<file path="config.mk">
export PLATFORM = sky130hd
export DESIGN_NAME = iir_out_decimator
export DESIGN_NICKNAME = d
export VERILOG_FILES = /design/src/rtl/iir_pkg.sv /design/src/rtl/iir_sample_fifo.sv /design/src/rtl/iir_out_decimator.sv
export SDC_FILE = /design/constraint.sdc
export NUM_CORES = 1
export LEC_CHECK = 0
export CELL_PAD_IN_SITES_DETAIL_PLACEMENT = 2
export CELL_PAD_IN_SITES_GLOBAL_PLACEMENT = 2
export CORE_MARGIN = 4
export CORE_UTILIZATION = 30
export CTS_CLUSTER_DIAMETER = 100
export DETAILED_ROUTE_END_ITERATION = 12
export GPL_TIMING_DRIVEN = 1
export PLACE_DENSITY = 0.61
export SLEW_MARGIN = 20
export SYNTH_ARGS = -nofsm -noshare
export SYNTH_HDL_FRONTEND = slang
export SYNTH_SLANG_ARGS = --single-unit
</file>
<file path="constraint.sdc">
create_clock -name clk -period 6 [get_ports clk]
set_input_delay 0.9 -clock clk [delete_from_list [all_inputs] [get_ports clk]]
set_output_delay 0.9 -clock clk [all_outputs]
set_load 0.01 [all_outputs]
</file>
<file path="src/rtl/iir_pkg.sv">
// Shared helpers for the IIR output decimator: width arithmetic and saturation.
package iir_pkg;

  // Ceiling log2; clog2(1) = 0.
  function automatic int unsigned clog2(input int unsigned value);
    int unsigned r;
    r = 0;
    for (longint unsigned w = 1; w < value; w = w << 1) begin
      r++;
    end
    return r;
  endfunction

  // Accumulator width: the sum of DECIM samples of 'bitwidth' bits cannot overflow it.
  function automatic int unsigned acc_width(input int unsigned bitwidth, input int unsigned decim);
    return bitwidth + clog2(decim);
  endfunction

  // Clip a signed value into the range of a 'width'-bit two's-complement number.
  function automatic logic signed [63:0] sat_to(input int unsigned width,
                                                input logic signed [63:0] value);
    logic signed [63:0] hi;
    logic signed [63:0] lo;
    hi = (64'sd1 <<< (width - 1)) - 64'sd1;
    lo = -(64'sd1 <<< (width - 1));
    if (value > hi) begin
      return hi;
    end else if (value < lo) begin
      return lo;
    end
    return value;
  endfunction

endpackage

</file>
<file path="src/rtl/iir_sample_fifo.sv">
// Synchronous show-ahead FIFO for decimated samples. When empty, rdata holds the last
// popped word (0 after reset). Occupancy is an explicit counter.
module iir_sample_fifo
  import iir_pkg::*;
#(
  parameter int unsigned WIDTH = 16,
  parameter int unsigned DEPTH = 8
) (
  input  logic                   clk,
  input  logic                   rst,
  input  logic                   push,
  input  logic                   pop,
  input  logic [WIDTH-1:0]       wdata,
  output logic [WIDTH-1:0]       rdata,
  output logic                   full,
  output logic                   empty,
  output logic [clog2(DEPTH):0]  level
);

  localparam int unsigned PTR_W = clog2(DEPTH);

  logic [WIDTH-1:0] mem_q [DEPTH];
  logic [PTR_W-1:0] wptr_q;
  logic [PTR_W-1:0] rptr_q;
  logic [PTR_W:0]   level_q;
  logic [WIDTH-1:0] last_q;
  logic             do_push;
  logic             do_pop;

  // Status, accepted operations and show-ahead read data.
  always_comb begin
    empty   = (level_q == '0);
    full    = (level_q == (PTR_W + 1)'(DEPTH));
    do_pop  = pop && !empty;
    // A push into a full FIFO still succeeds when a pop frees a slot on the same edge.
    do_push = push && (!full || do_pop);
    rdata   = empty ? last_q : mem_q[rptr_q];
    level   = level_q;
  end

  // Storage array; contents are don't-care while not counted as occupied.
  always_ff @(posedge clk) begin
    if (do_push) begin
      mem_q[wptr_q] <= wdata;
    end
  end

  // Pointers, occupancy and the last-popped word.
  always_ff @(posedge clk) begin
    if (rst) begin
      wptr_q  <= '0;
      rptr_q  <= '0;
      level_q <= '0;
      last_q  <= '0;
    end else begin
      if (do_push) begin
        wptr_q <= wptr_q + 1'b1;
      end
      if (do_pop) begin
        rptr_q <= rptr_q + 1'b1;
        last_q <= mem_q[rptr_q];
      end
      case ({do_push, do_pop})
        2'b10:   level_q <= level_q + 1'b1;
        2'b01:   level_q <= level_q - 1'b1;
        default: level_q <= level_q;
      endcase
    end
  end

endmodule

</file>
<file path="src/rtl/iir_out_decimator.sv">
// Output stage of the order-2 IIR filter: box-car averages DECIM accepted samples,
// saturates to OUT_W bits and queues results in a show-ahead FIFO.
// Define IIR_DEC_ROUND_EN for round-half-up scaling instead of a truncating shift.
module iir_out_decimator
  import iir_pkg::*;
#(
  parameter int unsigned bitwidth   = 32,
  parameter int unsigned OUT_W      = 16,
  parameter int unsigned DECIM      = 4,
  parameter int unsigned FIFO_DEPTH = 8
) (
  input  logic                           clk,
  input  logic                           rst,
  input  logic                           in_valid,
  input  logic signed [bitwidth-1:0]     y,
  output logic signed [OUT_W-1:0]        out_data,
  output logic                           out_valid,
  input  logic                           out_ready,
  output logic [clog2(FIFO_DEPTH):0]     level,
  output logic                           sat,
  output logic                           ovf
);

  localparam int unsigned SHIFT = clog2(DECIM);
  localparam int unsigned ACC_W = acc_width(bitwidth, DECIM);

  logic signed [ACC_W-1:0] acc_q;
  logic signed [ACC_W-1:0] sum;
  logic [SHIFT-1:0]        phase_q;
  logic                    last;
  logic                    push;
  logic                    clip;
  logic                    full;
  logic                    empty;
  logic                    sat_q;
  logic                    ovf_q;
  logic signed [63:0]      avg_wide;
  logic signed [63:0]      avg_sat;
  logic [OUT_W-1:0]        push_data;
`ifdef IIR_DEC_ROUND_EN
  logic signed [ACC_W:0]   half;
  logic signed [ACC_W:0]   sum_r;
  logic signed [ACC_W:0]   avg;
`else
  logic signed [ACC_W-1:0] avg;
`endif

  // Running sum, block-end detection, scaling and saturation of the block average.
  always_comb begin
    sum  = acc_q + {{SHIFT{y[bitwidth-1]}}, y};
    // DECIM is a power of two, so the final phase is all ones.
    last = &phase_q;
    push = in_valid && last;
`ifdef IIR_DEC_ROUND_EN
    half          = '0;
    half[SHIFT-1] = 1'b1;
    // One extra bit so adding the half-LSB cannot wrap.
    sum_r = {sum[ACC_W-1], sum} + half;
    avg   = sum_r >>> SHIFT;
`else
    avg   = sum >>> SHIFT;
`endif
    avg_wide  = 64'(avg);
    avg_sat   = sat_to(OUT_W, avg_wide);
    clip      = (avg_sat != avg_wide);
    push_data = avg_sat[OUT_W-1:0];
  end

  // Accumulator, phase counter and sticky flags.
  always_ff @(posedge clk) begin
    if (rst) begin
      acc_q   <= '0;
      phase_q <= '0;
      sat_q   <= 1'b0;
      ovf_q   <= 1'b0;
    end else if (in_valid) begin
      phase_q <= phase_q + 1'b1;
      acc_q   <= last ? '0 : sum;
      if (last && clip) begin
        sat_q <= 1'b1;
      end
      // Full implies out_valid, so the only rescue for a full push is a same-edge pop.
      if (last && full && !out_ready) begin
        ovf_q <= 1'b1;
      end
    end
  end

  iir_sample_fifo #(
    .WIDTH (OUT_W),
    .DEPTH (FIFO_DEPTH)
  ) u_fifo (
    .clk   (clk),
    .rst   (rst),
    .push  (push),
    .pop   (out_ready),
    .wdata (push_data),
    .rdata (out_data),
    .full  (full),
    .empty (empty),
    .level (level)
  );

  // Handshake and flag outputs.
  always_comb begin
    out_valid = !empty;
    sat       = sat_q;
    ovf       = ovf_q;
  end

endmodule

</file>
==> results of run 1 <==
routing by layer:
metal / GRT usage (%) / vias up
met1: 20.19 / 3480
li1: - / 3194
met3: 1.982 / 26
met4: 4.064 / 0
met5: 0 / -
met2: 29.49 / 98
synthesized netlist by cell type (all sizes together), types with 7 or more instances:
cell type,n
o2bb2ai,8
nand2,46
nand4,10
nand3,11
a21o,11
ha,39
o21a,7
a2bb2oi,9
nor2,104
a21oi,64
buf,20
clkbuf,26
a211oi,22
edfxtp,128
a31oi,9
mux2i,19
nor2b,13
nor3,15
a22oi,18
xor2,16
nand2b,8
inv,10
dfxtp,67
mux4,32
o21ai,20
xnor2,19
cell type report:
| type | instances | area share (%) |
|---|---|---|
| multi-input cells | 563 | 38.44 |
| well taps | 435 | 4.768 |
| flip-flops and latches | 195 | 45.44 |
| repair buffers | 72 | 6.061 |
| inverters | 11 | 0.3617 |
| clock buffers | 20 | 4.099 |
| clock inverters | 12 | 0.8330 |
worst register-to-register path, cell delays in order, from the launching register on:
cell      delay [ns]
dfxtp_1         0.32
ha_1            0.21
fa_1            0.49
a211oi_2        0.32
o21ai_1         0.19
a211oi_1        0.38
nor3_1          0.11
and4bb_2        0.31
nor2_2          0.06
or4_1           0.51
or4b_4          0.54
o41ai_4         0.21
buf_4           0.35
a21oi_1         0.27
per-stage QoR:
stage               setup slack [ns]  area, sq um  util (%)  total power [mW]
global route                  0.5038        11420     35.90             3.739
detailed placement            0.3835        10830     34.04             2.478
finish                        0.8261        11420     35.90             3.553
floorplan                      1.419         9766         -             2.187
global placement              0.5148        10800     33.95             2.431
CTS                           0.7549        11390     35.81             3.604
final timing paths:
path	start	to	slack, ns	cells after the start
hold / removal	ovf	ovf	0.48	2
setup / recovery	y[0]	u_fifo.mem_q[3][2]	0.83	14
hold reg to reg	ovf	ovf	0.48	2
setup reg to reg	acc_q[0]	u_fifo.mem_q[3][2]	1.39	13
power groups by stage:
stage / sequential (mW) / clock (mW) / combinational (mW)
finish: 1.60 / 1.11 / 0.840
CTS: 1.60 / 1.15 / 0.854
global placement: 1.63 / 0 / 0.805
floorplan: 1.62 / 0 / 0.570
global route: 1.60 / 1.20 / 0.937
detailed placement: 1.63 / 0 / 0.849
logic make-up after synthesis:
group / synth area share [%]
flops: 53.09
fa+ha+maj: 5.407
xor+xnor: 3.139
compound gates: 14.66
simple gates: 11.62
mux: 9.327
buf+inv: 2.755
state kept, by name, indices dropped and copies added (netlist names), named ones only:
name           cells
sat                1
u_fifo.wptr_q      3
u_fifo.mem_q     128
u_fifo.rptr_q      3
phase_q            2
u_fifo.level       4
u_fifo.last_q     16
acc_q             34
ovf                1
==> results.sh, run 1 <==
export IMPL_detail_route_antenna_nets=0
export IMPL_wl_met3_um=762
export IMPL_netSwitchingFraction_pct=31.27
export IMPL_hpwl_um=20330
export IMPL_maxSlewViolCount=0
export IMPL_grt_pass1_vias=7562
export IMPL_combPwrFrac_pct=23.7
export IMPL_numCtsBuffers=17
export IMPL_synthFlopType="edfxtp_1"
export IMPL_path_cells="clkdlybuf4s50_1 -> ha_1 -> fa_1 -> a211oi_2 -> o21ai_1 -> a211oi_1 -> nor3_1 -> and4bb_2 -> nor2_2 -> or4_1 -> or4b_4 -> o41ai_4 -> buf_4 -> a21oi_1"
export IMPL_drtIter0Drc=224
export IMPL_yosys_top_cells_area="edfxtp_1, dfxtp_1, mux4_2"
export IMPL_cp_max_fo=16
export IMPL_finalSetupTns_ns=0
export IMPL_synth_cell_types=75
export IMPL_clk_pin_slew_ns=0.07
export IMPL_max_slew_margin_pct=33.55
export IMPL_synth_edf_count=128
export IMPL_clk_latency_ns=0.44
export IMPL_drc=0
export IMPL_vias=6798
export IMPL_period_share_pct=86.23
export IMPL_ys_async_sr_fraction_pct=0
export IMPL_cp_slowest_cell="or4b_4"
export IMPL_layout_common_cells="edfxtp_1, nor2_1, dfxtp_1"
export IMPL_status="finished clean"
export IMPL_multi_input_area_sq_mm=0.004388
export IMPL_rsz0062_at_grt="false"
export IMPL_dr_wl_met2_um=14950
export IMPL_clock_path_buffers=2
export IMPL_pwr_share_seq_pct=45.0
export IMPL_num_antenna_cells=0
export IMPL_ctsHoldBuffers=0
export IMPL_syn_num_nets=892
export IMPL_die_h_um=188.4
export IMPL_clkSinkCount=195
export IMPL_maxCapViolCount=0
export IMPL_powerDensity_mw_per_mm2=311.2
export IMPL_hold_viol_final=0
export IMPL_fmax_mhz=193.3
export IMPL_ys_seq_area_share_pct=53.09
export IMPL_grt_total_usage_pct=16.11
export IMPL_grt_overflow_total=0
export IMPL_period_needed_ns=5.174
export IMPL_firstDrtPassIters=4
export IMPL_regArea_sq_mm=0.005187
export IMPL_p_switching_mw=1.111
export IMPL_wl_met1_um=12550
export IMPL_yosysTopAreaCell="edfxtp_1"
export IMPL_grt_pass1_wl_um=44610
export IMPL_die_w_um=188.4
export IMPL_ys_seq_elements=195
export IMPL_syn_to_final_growth_pct=16.90
export IMPL_routed_wirelength_um=28650
export IMPL_fin_cells=1308
export IMPL_end_kind="register"
export IMPL_wl_per_cell_um=21.91
export IMPL_num_nets_final=937
export IMPL_min_path_type="register to register"
export IMPL_yosysWarnings=0
export IMPL_cp_top_family="simple AND/OR/NAND/NOR gates"
export IMPL_ir_drop_mv=0.2083
export IMPL_root_buffer="clkbuf_16"
export IMPL_p_int_mw=2.442
export IMPL_cts_tree="done"
export IMPL_drive_gt1_share_pct=14.20
export IMPL_vias_per_cell=5.197
export IMPL_die_area_sq_mm=0.03550
export IMPL_rows=65
export IMPL_io_buffer_count=58
export IMPL_core_sq_mm=0.03180
export IMPL_gp_congestion=0.8444
export IMPL_final_common_cell="edfxtp_1"
export IMPL_syn_area_sq_mm=0.009766
export IMPL_whs_ns=0.4812
export IMPL_initial_core_util_pct=30.71
export IMPL_syn_inst=815
export IMPL_worst_endpoint_required_ns=6.10
export IMPL_antenna_found_initial=0
export IMPL_boundaryPins=59
export IMPL_topRoutingLayerUsed="met4"
export IMPL_cts_resized=0
export IMPL_post_place_cells=1274
export IMPL_post_cts_setup_buffers=0
export IMPL_p_leak_nw=3.822
export IMPL_crit_buf_inv=2
export IMPL_synth_top_area_share_pct=39.36
export IMPL_setup_violations_final=0
export IMPL_critPathLaunchType="input pin"
export IMPL_p_clk_share_pct=31.3
export IMPL_avgSynthCellArea_sq_um=11.98
export IMPL_grt_max_degree=67
export IMPL_crit_type="input pin to register"
export IMPL_finClkSkew_ns=0.01466
export IMPL_h_tree_depth=4
export IMPL_tightestPinTransition_ns=0.9900
export IMPL_cp_slowest_stage_delay_ns=0.54
export IMPL_crit_arrival_ns=5.27
export IMPL_num_fill_cells=3302
Power figures use the tool's default switching activity.
==> run 2, diff against run 1 <==
CORE_UTILIZATION = 41   (was 30)
GPL_TIMING_DRIVEN = 0   (was 1)
PLACE_DENSITY = 0.8   (was 0.61)
==> run 2 against run 1 <==
Compared with the run above: power grew 5.2%; combinational power grew 5.0%; maximum frequency shrank 4.9%; global-route usage rose by 9.3 points; hold slack improved by 0.031 ns; via count is 7.4% higher; first-iteration DRC count rose by 110%; non-clock buffer count is 41 higher; cell count fell by 5.7%.
==> results.sh, run 2 (synthesized netlist as in run 1, its figures left out) <==
export IMPL_status="finished clean"
export IMPL_critPathLaunchType="input pin"
export IMPL_boundaryPins=59
export IMPL_maxSlewViolCount=0
export IMPL_final_common_cell="edfxtp_1"
export IMPL_min_path_type="register to register"
export IMPL_placed_area_sq_mm=0.01087
export IMPL_grt_pass1_wl_um=50740
export IMPL_largest_reg_flops=128
export IMPL_firstDrtPassIters=5
export IMPL_root_buffer="clkbuf_16"
export IMPL_period_share_pct=90.72
export IMPL_layout_common_cells="edfxtp_1, nor2_1, dfxtp_1"
export IMPL_powerDensity_mw_per_mm2=324.6
export IMPL_pwr_share_seq_pct=42.7
export IMPL_h_tree_depth=4
export IMPL_p_int_mw=2.490
export IMPL_drive_gt1_share_pct=14.22
export IMPL_rsz0062_at_grt="false"
export IMPL_die_area_sq_mm=0.02635
export IMPL_maxCapViolCount=0
export IMPL_detail_route_antenna_nets=0
export IMPL_crit_arrival_ns=5.52
export IMPL_cts_tree="done"
export IMPL_die_w_um=162.3
export IMPL_rr_startpoint="acc_q[0]"
export IMPL_r2r_slack_ns=1.12
export IMPL_vias_per_cell=5.923
export IMPL_total_power_mw=3.737
export IMPL_grt_total_usage_pct=25.45
export IMPL_antenna_found_initial=0
export IMPL_clk_pin_slew_ns=0.08
export IMPL_routed_wirelength_um=32900
export IMPL_hpwl_um=24640
export IMPL_p_leak_nw=3.969
export IMPL_whs_ns=0.5124
export IMPL_core_sq_mm=0.02347
export IMPL_p_clk_share_pct=33.6
export IMPL_grt_max_degree=23
export IMPL_regMostFlops="u_fifo.mem_q"
export IMPL_cp_max_fo=8
export IMPL_p_switching_mw=1.248
export IMPL_wl_per_cell_um=26.68
export IMPL_netSwitchingFraction_pct=33.38
export IMPL_io_buffer_count=57
export IMPL_grt_overflow_total=0
export IMPL_combPwrFrac_pct=23.6
export IMPL_min_delay_start="u_fifo.last_q[1]"
export IMPL_clk_latency_ns=0.45
export IMPL_rows=56
export IMPL_initial_core_util_pct=41.60
export IMPL_tightestPinTransition_ns=1.052
export IMPL_die_h_um=162.3
export IMPL_min_to="u_fifo.last_q[1]"
export IMPL_clock_path_buffers=2
export IMPL_ir_drop_mv=0.2067
export IMPL_setup_slack_ns=0.5570
export IMPL_num_antenna_cells=0
export IMPL_num_nets_final=978
export IMPL_crit_type="input pin to register"
export IMPL_ctsHoldBuffers=0
export IMPL_final_cell_area_sq_mm=0.01151
export IMPL_setup_violations_final=0
export IMPL_rr_endpoint="u_fifo.mem_q[0][2]"
export IMPL_period_needed_ns=5.443
export IMPL_reg_top3="u_fifo.mem_q (128), acc_q (34), u_fifo.last_q (16)"
export IMPL_drtIter0Drc=464
export IMPL_cts_resized=0
export IMPL_whs_path_depth=2
export IMPL_finClkSkew_ns=0.02143
export IMPL_post_cts_setup_buffers=0
export IMPL_numCtsBuffers=17
export IMPL_hold_viol_final=0
export IMPL_num_fill_cells=2348
export IMPL_r2r_cells=12
export IMPL_finalSetupTns_ns=0
export IMPL_max_slew_margin_pct=29.86
export IMPL_drc=0
export IMPL_vias=7303
export IMPL_fmax_mhz=183.7
export IMPL_grt_pass1_vias=8268
export IMPL_worst_endpoint_required_ns=6.08
export IMPL_syn_to_final_growth_pct=17.91
export IMPL_pre_cts_ws_ns=0.1645
export IMPL_end_kind="register"
export IMPL_gp_congestion=0.8646
export IMPL_clkSinkCount=195
-- run 2: power by group through the flow --
stage | logic, mW | clock network (mW) | registers (mW)
2_1_floorplan | 0.570 | 0 | 1.62
3_3_place_gp | 0.779 | 0 | 1.62
3_5_place_dp | 0.863 | 0 | 1.63
4_1_cts | 0.880 | 1.26 | 1.60
5_1_grt | 0.966 | 1.33 | 1.60
6_report | 0.882 | 1.26 | 1.60
-- run 2: metal layers --
metal  wire (um)  global-route usage (%)
met3         988                   3.619
met1       13360                   30.15
met5           0                       0
met4        1111                   9.535
met2       17440                   46.80
-- run 2: per-stage QoR --
| step | instances | utilization [%] |
|---|---|---|
| 6_report | 1233 | 49.06 |
| 5_1_grt | 1233 | 49.06 |
| 4_1_cts | 1233 | 49.06 |
| 3_5_place_dp | 1201 | 46.31 |
| 3_3_place_gp | 1191 | 45.74 |
| 2_1_floorplan | 815 | - |
-- run 2: layout make-up --
cell class | instances | area, sq um | share of cell area, %
Timing Repair Buffer | 67 | 679.4 | 5.900
Multi-Input combinational cell | 563 | 4337 | 37.66
Sequential cell | 195 | 5185 | 45.03
Inverter | 11 | 41.29 | 0.3586
Tap cell | 319 | 399.1 | 3.466
Clock inverter | 15 | 220.2 | 1.912
Buffer | 46 | 227.7 | 1.978
Clock buffer | 17 | 425.4 | 3.694
-- run 2: worst max-delay path by stage --
stage | start | to | slack, ns | cells past startpoint
final | y[0] | u_fifo.mem_q[0][2] | 0.56 | 13
after detailed placement | y[0] | u_fifo.mem_q[6][2] | 0.16 | 13
after CTS | y[0] | u_fifo.mem_q[0][2] | 0.60 | 13
after global routing | y[0] | u_fifo.mem_q[0][2] | 0.39 | 13
after floorplan | y[0] | u_fifo.mem_q[0][4] | 1.42 | 13
after global placement | y[0] | u_fifo.mem_q[4][4] | 0.40 | 14
-- run 2: worst max-delay path, cell delays in order --
cell	delay, ns
clkdlybuf4s50_1	0.41
ha_1	0.24
fa_1	0.47
a211oi_2	0.32
o21ai_1	0.21
a211oi_1	0.35
nor3_1	0.13
and4bb_2	0.34
nor2_2	0.07
or4_1	0.54
or4b_4	0.55
o41ai_4	0.55
a21oi_1	0.43
